### src/rtl/fetch_stage_pkg.sv
// Shared definitions for the P7 IF stage: branch-class codes, exception
// codes and the default reset/handler addresses.
package fetch_stage_pkg;

    // Branch-class codes carried by D_Branch; 0 means no branch in D
    typedef enum logic [3:0] {
        BR_NONE = 4'd0,
        BR_BEQ  = 4'd1,
        BR_BNE  = 4'd2,
        BR_BLEZ = 4'd3,
        BR_BGTZ = 4'd4,
        BR_BLTZ = 4'd5,
        BR_BGEZ = 4'd6,
        BR_J    = 4'd7,
        BR_JAL  = 4'd8,
        BR_REG  = 4'd9,
        BR_ERET = 4'd10
    } branch_e;

    localparam logic [6:2] EXC_NONE = 5'd0;
    localparam logic [6:2] EXC_ADEL = 5'd4;

    localparam logic [31:0] DEF_RESET_PC   = 32'h0000_3000;
    localparam logic [31:0] DEF_HANDLER_PC = 32'h0000_4180;
    localparam logic [31:0] DEF_IM_LO      = 32'h0000_3000;
    localparam logic [31:0] DEF_IM_HI      = 32'h0000_6FFC;

    // A branch-class instruction in D owns a delay slot, except eret
    function automatic logic has_delay_slot(input logic [3:0] code);
        return (code != BR_NONE) && (code != BR_ERET);
    endfunction

endpackage

### src/rtl/fetch_addr_check.sv
// Combinational fetch address-error (AdEL) detection: misaligned word
// address or outside the instruction-memory window [im_lo, im_hi].
module fetch_addr_check #(
    parameter logic [31:0] IM_LO = 32'h0000_3000,
    parameter logic [31:0] IM_HI = 32'h0000_6FFC
) (
    input  logic [31:0] pc,
    output logic        adel
);

    // Flag any fetch the instruction memory cannot legally serve
    always_comb begin
        adel = (pc[1:0] != 2'b00) || (pc < IM_LO) || (pc > IM_HI);
    end

endmodule

### src/rtl/fetch_stage.sv
// IF stage of the P7 five-stage MIPS pipeline. Owns the PC, picks the next
// PC (reset > interrupt > stall > eret > taken branch/jump > PC+4), flags
// fetch address errors and squashes the word fetched under an eret.
// Optional build macro FETCH_PERF_EN adds fetch_cnt/stall_cnt counters.
module fetch_stage
    import fetch_stage_pkg::*;
#(
    parameter logic [31:0] RESET_PC   = DEF_RESET_PC,
    parameter logic [31:0] HANDLER_PC = DEF_HANDLER_PC,
    parameter logic [31:0] IM_LO      = DEF_IM_LO,
    parameter logic [31:0] IM_HI      = DEF_IM_HI
) (
    input  logic        clk,
    input  logic        reset,
    input  logic        WE,
    input  logic        IntReq,
    input  logic [3:0]  D_Branch,
    input  logic        D_jump,
    input  logic [31:0] D_target,
    input  logic [31:0] EPC,
    output logic [31:0] im_addr,
    input  logic [31:0] im_rdata,
    output logic [31:0] F_PC,
    output logic [31:0] F_I,
    output logic [6:2]  F_Exc,
    output logic        F_BD
`ifdef FETCH_PERF_EN
    ,
    output logic [31:0] fetch_cnt,
    output logic [31:0] stall_cnt
`endif
);

    logic [31:0] pc;
    logic        is_eret;
    logic        eret_squash;
    logic        adel;

    // Next-PC selection; a stall only holds when no interrupt is being taken
    always_ff @(posedge clk) begin
        if (reset) begin
            pc <= RESET_PC;
        end else if (IntReq) begin
            pc <= HANDLER_PC;
        end else if (!WE) begin
            pc <= pc;
        end else if (is_eret) begin
            pc <= EPC;
        end else if (D_jump) begin
            pc <= D_target;
        end else begin
            pc <= pc + 32'd4;
        end
    end

    // Reset forces the reset PC onto the fetch port before the first edge
    always_comb begin
        F_PC        = reset ? RESET_PC : pc;
        im_addr     = F_PC;
        is_eret     = (D_Branch == BR_ERET);
        eret_squash = !reset && WE && is_eret;
    end

    fetch_addr_check #(
        .IM_LO(IM_LO),
        .IM_HI(IM_HI)
    ) u_addr_check (
        .pc  (F_PC),
        .adel(adel)
    );

    // Eret squash beats AdEL so the post-eret word enters D as a clean nop
    always_comb begin
        F_BD  = !reset && has_delay_slot(D_Branch);
        F_Exc = EXC_NONE;
        F_I   = im_rdata;
        if (eret_squash) begin
            F_I = 32'd0;
        end else if (adel) begin
            F_I   = 32'd0;
            F_Exc = EXC_ADEL;
        end
    end

`ifdef FETCH_PERF_EN
    // Performance counters: advancing fetches and stalled cycles, both wrap
    always_ff @(posedge clk) begin
        if (reset) begin
            fetch_cnt <= 32'd0;
            stall_cnt <= 32'd0;
        end else begin
            if (WE && !IntReq) begin
                fetch_cnt <= fetch_cnt + 32'd1;
            end
            if (!WE) begin
                stall_cnt <= stall_cnt + 32'd1;
            end
        end
    end
`endif

endmodule

### config.mk
export PLATFORM = sky130hd
export DESIGN_NAME = fetch_stage
export DESIGN_NICKNAME = d
export VERILOG_FILES = /design/src/rtl/fetch_stage_pkg.sv /design/src/rtl/fetch_addr_check.sv /design/src/rtl/fetch_stage.sv
export SDC_FILE = /design/constraint.sdc
export NUM_CORES = 1
export LEC_CHECK = 0
export ABC_AREA = 1
export BUFFER_PORTS_ARGS = -buffer_cell sky130_fd_sc_hd__buf_4
export CORE_ASPECT_RATIO = 0.75
export CORE_UTILIZATION = 45
export CTS_CLUSTER_SIZE = 40
export DETAILED_ROUTE_END_ITERATION = 6
export PLACE_DENSITY = 0.82
export RECOVER_POWER = 100
export SYNTH_ARGS = -nofsm -noshare
export SYNTH_HDL_FRONTEND = slang
export SYNTH_HIERARCHICAL = 1
export SYNTH_SLANG_ARGS = --single-unit
export TNS_END_PERCENT = 100
### constraint.sdc
create_clock -name clk -period 2.9 [get_ports clk]
set_clock_uncertainty 0.1 [all_clocks]
set_input_delay 0.58 -clock clk [delete_from_list [all_inputs] [get_ports clk]]
set_output_delay 0.58 -clock clk [all_outputs]
set_load 0.1 [all_outputs]
==> results.md <==
* Std-Cell Rows at 27
* Via count of the first global-routing pass at 4753
* Unrepaired setup endpoints after global routing: yes
* Maximum number of buffers from clock root to sink at 2
* Post-CTS Hold Buffers at 0
* Largest area contributor in the netlist: sky130_fd_sc_hd__nand2_1
* Top cells by area, synth: sky130_fd_sc_hd__nand2_1 (23%), sky130_fd_sc_hd__dfxtp_1 (18%), sky130_fd_sc_hd__inv_1 (9.5%)
* Post-Synthesis Cell Area at 0.003561 mm^2
* Die X at 104.7 um
* Violations in the final reports: negative setup slack
* Portion of synthesized cell area occupied by the leading cell type at 22.66%
* Type of the tightest min-delay check: reg -> reg
* Signal arrival time at the worst endpoint at 2.37 ns
* Num CTS Buffers at 5
* Finish-stage setup viols at 30
* Power Dens Cells at 406.8 mW/mm^2
* Average footprint of a synthesized cell at 5.363 um^2
* Ratio of final minimum period to clock period at 105.2%
* Vias per inst at 5.352
* Flip-flop and latch count after synthesis at 32
* Flip-flop count of the largest register, all copies and words added at 30
* Number of primary I/O pins at 207
* Worst slack on hold paths at 0.4179 ns
* P&R area growth vs syn at 71.05%
* Pre-CTS setup slack at -0.1232 ns
* Via Count at 5090
* Largest net degree at the start of global routing at 37
* Overall routing resource usage at 38.11%
* Power, Total at 2478 uW
* Length of the first detailed-routing pass in iterations at 5
* Grt ovf at 0
* Clock latency reported for the late side of the worst-skew pair at 0.30 ns
* Max Clk Rate at 0.3279 GHz
* Yosys warns at 6
* Number of antenna violations at the first check in global routing at 0
* Launching element type of the critical path: input pin
* Worst-path maximum fanout at 11
* Detailed Route WL at 16.95 mm
* Final Hold Viols at 0
* Fin. max-slew vios at 0
* Die height at 79.04 um
* Iter 0 DRT Violations at 415
* Final critical delay including setup and external delays at 3.050 ns
* Run status: complete, but fails checks
* Sequential-to-total area share from yosys stat at 17.99%
* Worst supply voltage drop on vdd at 0.0002855 V
* Largest Register: pc
* Number of nets in the layout at 955
* Maximum capacitance violations at 0
* Worst-case setup margin in the final layout at -0.1497 ns
* Type of the setup path with the least slack: in -> out
* CTS Sinks at 32
* Post-placement cell count at 939
* Slew headroom at 31.05%
* Global-route wire length before repair at 24.64 mm
* Post-synthesis cell type count at 28
* Number of diodes added for antenna fixing at 0
* Buffers on Ports at 202
* TritonCTS clock tree: built
* Share of post-route cells with drive strength above 1 at 45.53%
* Effective utilization at floorplan at 47.48%
* Largest registers: pc x30
* Remaining antenna violation count after routing at 0
* Die area at 0.008277 mm^2
* Required time at the endpoint of the critical path at 2.22 ns
* H-tree levels at 2
* DRC violations left at 0
* Final-layout fill cell count at 517
* Root buffer cell: sky130_fd_sc_hd__clkbuf_8
* Final cell count without fillers at 951
* Worst Setup End Kind: output pin
* DR WL/cell at 17.83 um
* Leak Pwr at 0.002737 uW
* GP Congestion at 0.9184
* Core area at 0.007500 mm^2
* Cells after Synth at 664
* Half-perimeter wire length after detailed placement at 11.18 mm
* Clock edge transition at the registers on the reported setup and hold paths at 0.07 ns
* Actual slew at the worst max-slew pin at 1.033 ns
[worst max-delay path: stages]
cell and delay (ns):
sky130_fd_sc_hd__buf_12 0.14, sky130_fd_sc_hd__buf_12 0.15, sky130_fd_sc_hd__nor2_4 0.04, sky130_fd_sc_hd__nor2_1 0.15, sky130_fd_sc_hd__nand2_1 0.10, sky130_fd_sc_hd__nor2_1 0.14
sky130_fd_sc_hd__nand3_1 0.11, sky130_fd_sc_hd__inv_1 0.08, sky130_fd_sc_hd__nand2_2 0.07, sky130_fd_sc_hd__inv_4 0.12, sky130_fd_sc_hd__bufbuf_16 0.31, sky130_fd_sc_hd__nand2_4 0.07
sky130_fd_sc_hd__clkinvlp_4 0.10, sky130_fd_sc_hd__buf_12 0.18
[cell usage after synthesis (all sizes together)]
master / n
o21ai: 32
conb: 1
o211ai: 7
dfxtp: 32
ha: 1
clkbuf: 19
nor3: 3
a21o: 1
nand3: 25
inv: 95
a31oi: 4
a21oi: 52
a211oi: 5
buf: 44
nor2: 101
or2: 3
nand2: 228
xnor2: 2
xor2: 9
[repair_timing]
item | CTS | global route
gates cloned | 2 | 0
setup buffers | 1 | 1
resized for setup | 65 | 26
pin swaps | 0 | 2
setup endpoints to repair | 31 | 32
[cell type report]
cell class,instances,area (um^2),area share (%)
Timing Repair Buffer,238,2168,35.60
Tap cell,101,126.4,2.075
Multi-Input combinational cell,477,2559,42.01
Sequential cell,32,646.9,10.62
Clock inverter,2,35.03,0.5752
Clock buffer,6,72.57,1.191
Inverter,95,483.0,7.929
[per-stage QoR]
| stage | util [%] | TNS (ns) | area, um^2 |
|---|---|---|---|
| after floorplan | - | -14.23 | 4150 |
| after global placement | 74.31 | -0.2147 | 5573 |
| after detailed placement | 74.31 | -2.533 | 5573 |
| after CTS | 80.05 | -0.07108 | 6003 |
| after global routing | 81.21 | -1.858 | 6091 |
| final | 81.21 | -1.741 | 6091 |
[logic make-up (layout without fill, tap and decap cells)]
| kind of cell | after synthesis | count (layout) | synth area share (%) |
|---|---|---|---|
| other cells | 1 | 4 | 0.1053 |
| buf+inv | 158 | 341 | 20.73 |
| flops | 32 | 32 | 17.99 |
| xor+xnor | 11 | 11 | 2.706 |
| compound gates | 101 | 101 | 15.67 |
| simple gates | 360 | 360 | 42.45 |
| fa+ha+maj | 1 | 1 | 0.3513 |
[routing by layer]
| metal | vias to the layer above | track usage (%) | wire, um |
|---|---|---|---|
| met1 | 2315 | 45.52 | 6545 |
| li1 | 2360 | - | - |
| met3 | 97 | 9.031 | 1578 |
| met2 | 318 | 64.83 | 7775 |
| met5 | - | 0 | 0 |
| met4 | 0 | 18.45 | 1054 |
[cell usage in the layout, fill, tap and decap left out, drive strengths merged, types with 7 or more instances in the layout]
master and instances:
a21oi 52, buf 237, clkinvlp 33, dfxtp 32, inv 62, nand2 228, nand3 25, nor2 101
o211ai 7, o21ai 32, xor2 9
[final timing paths]
| check | slack, ns | depth (start not counted) | endpoint | startpoint |
|---|---|---|---|---|
| max | -0.15 | 14 | F_I[8] | reset |
| min | 0.42 | 2 | pc[31] | pc[31] |
| max reg2reg | 0.78 | 7 | pc[8] | pc[2] |
| min reg2reg | 0.42 | 2 | pc[31] | pc[31] |
[where the power goes]
part           internal (uW)  switching (uW)  total, uW
logic                    487            1060       1550
clock network            255             193        448
registers                457            25.7        483
total                   1200            1280       2480
Power figures use the tool's default switching activity.
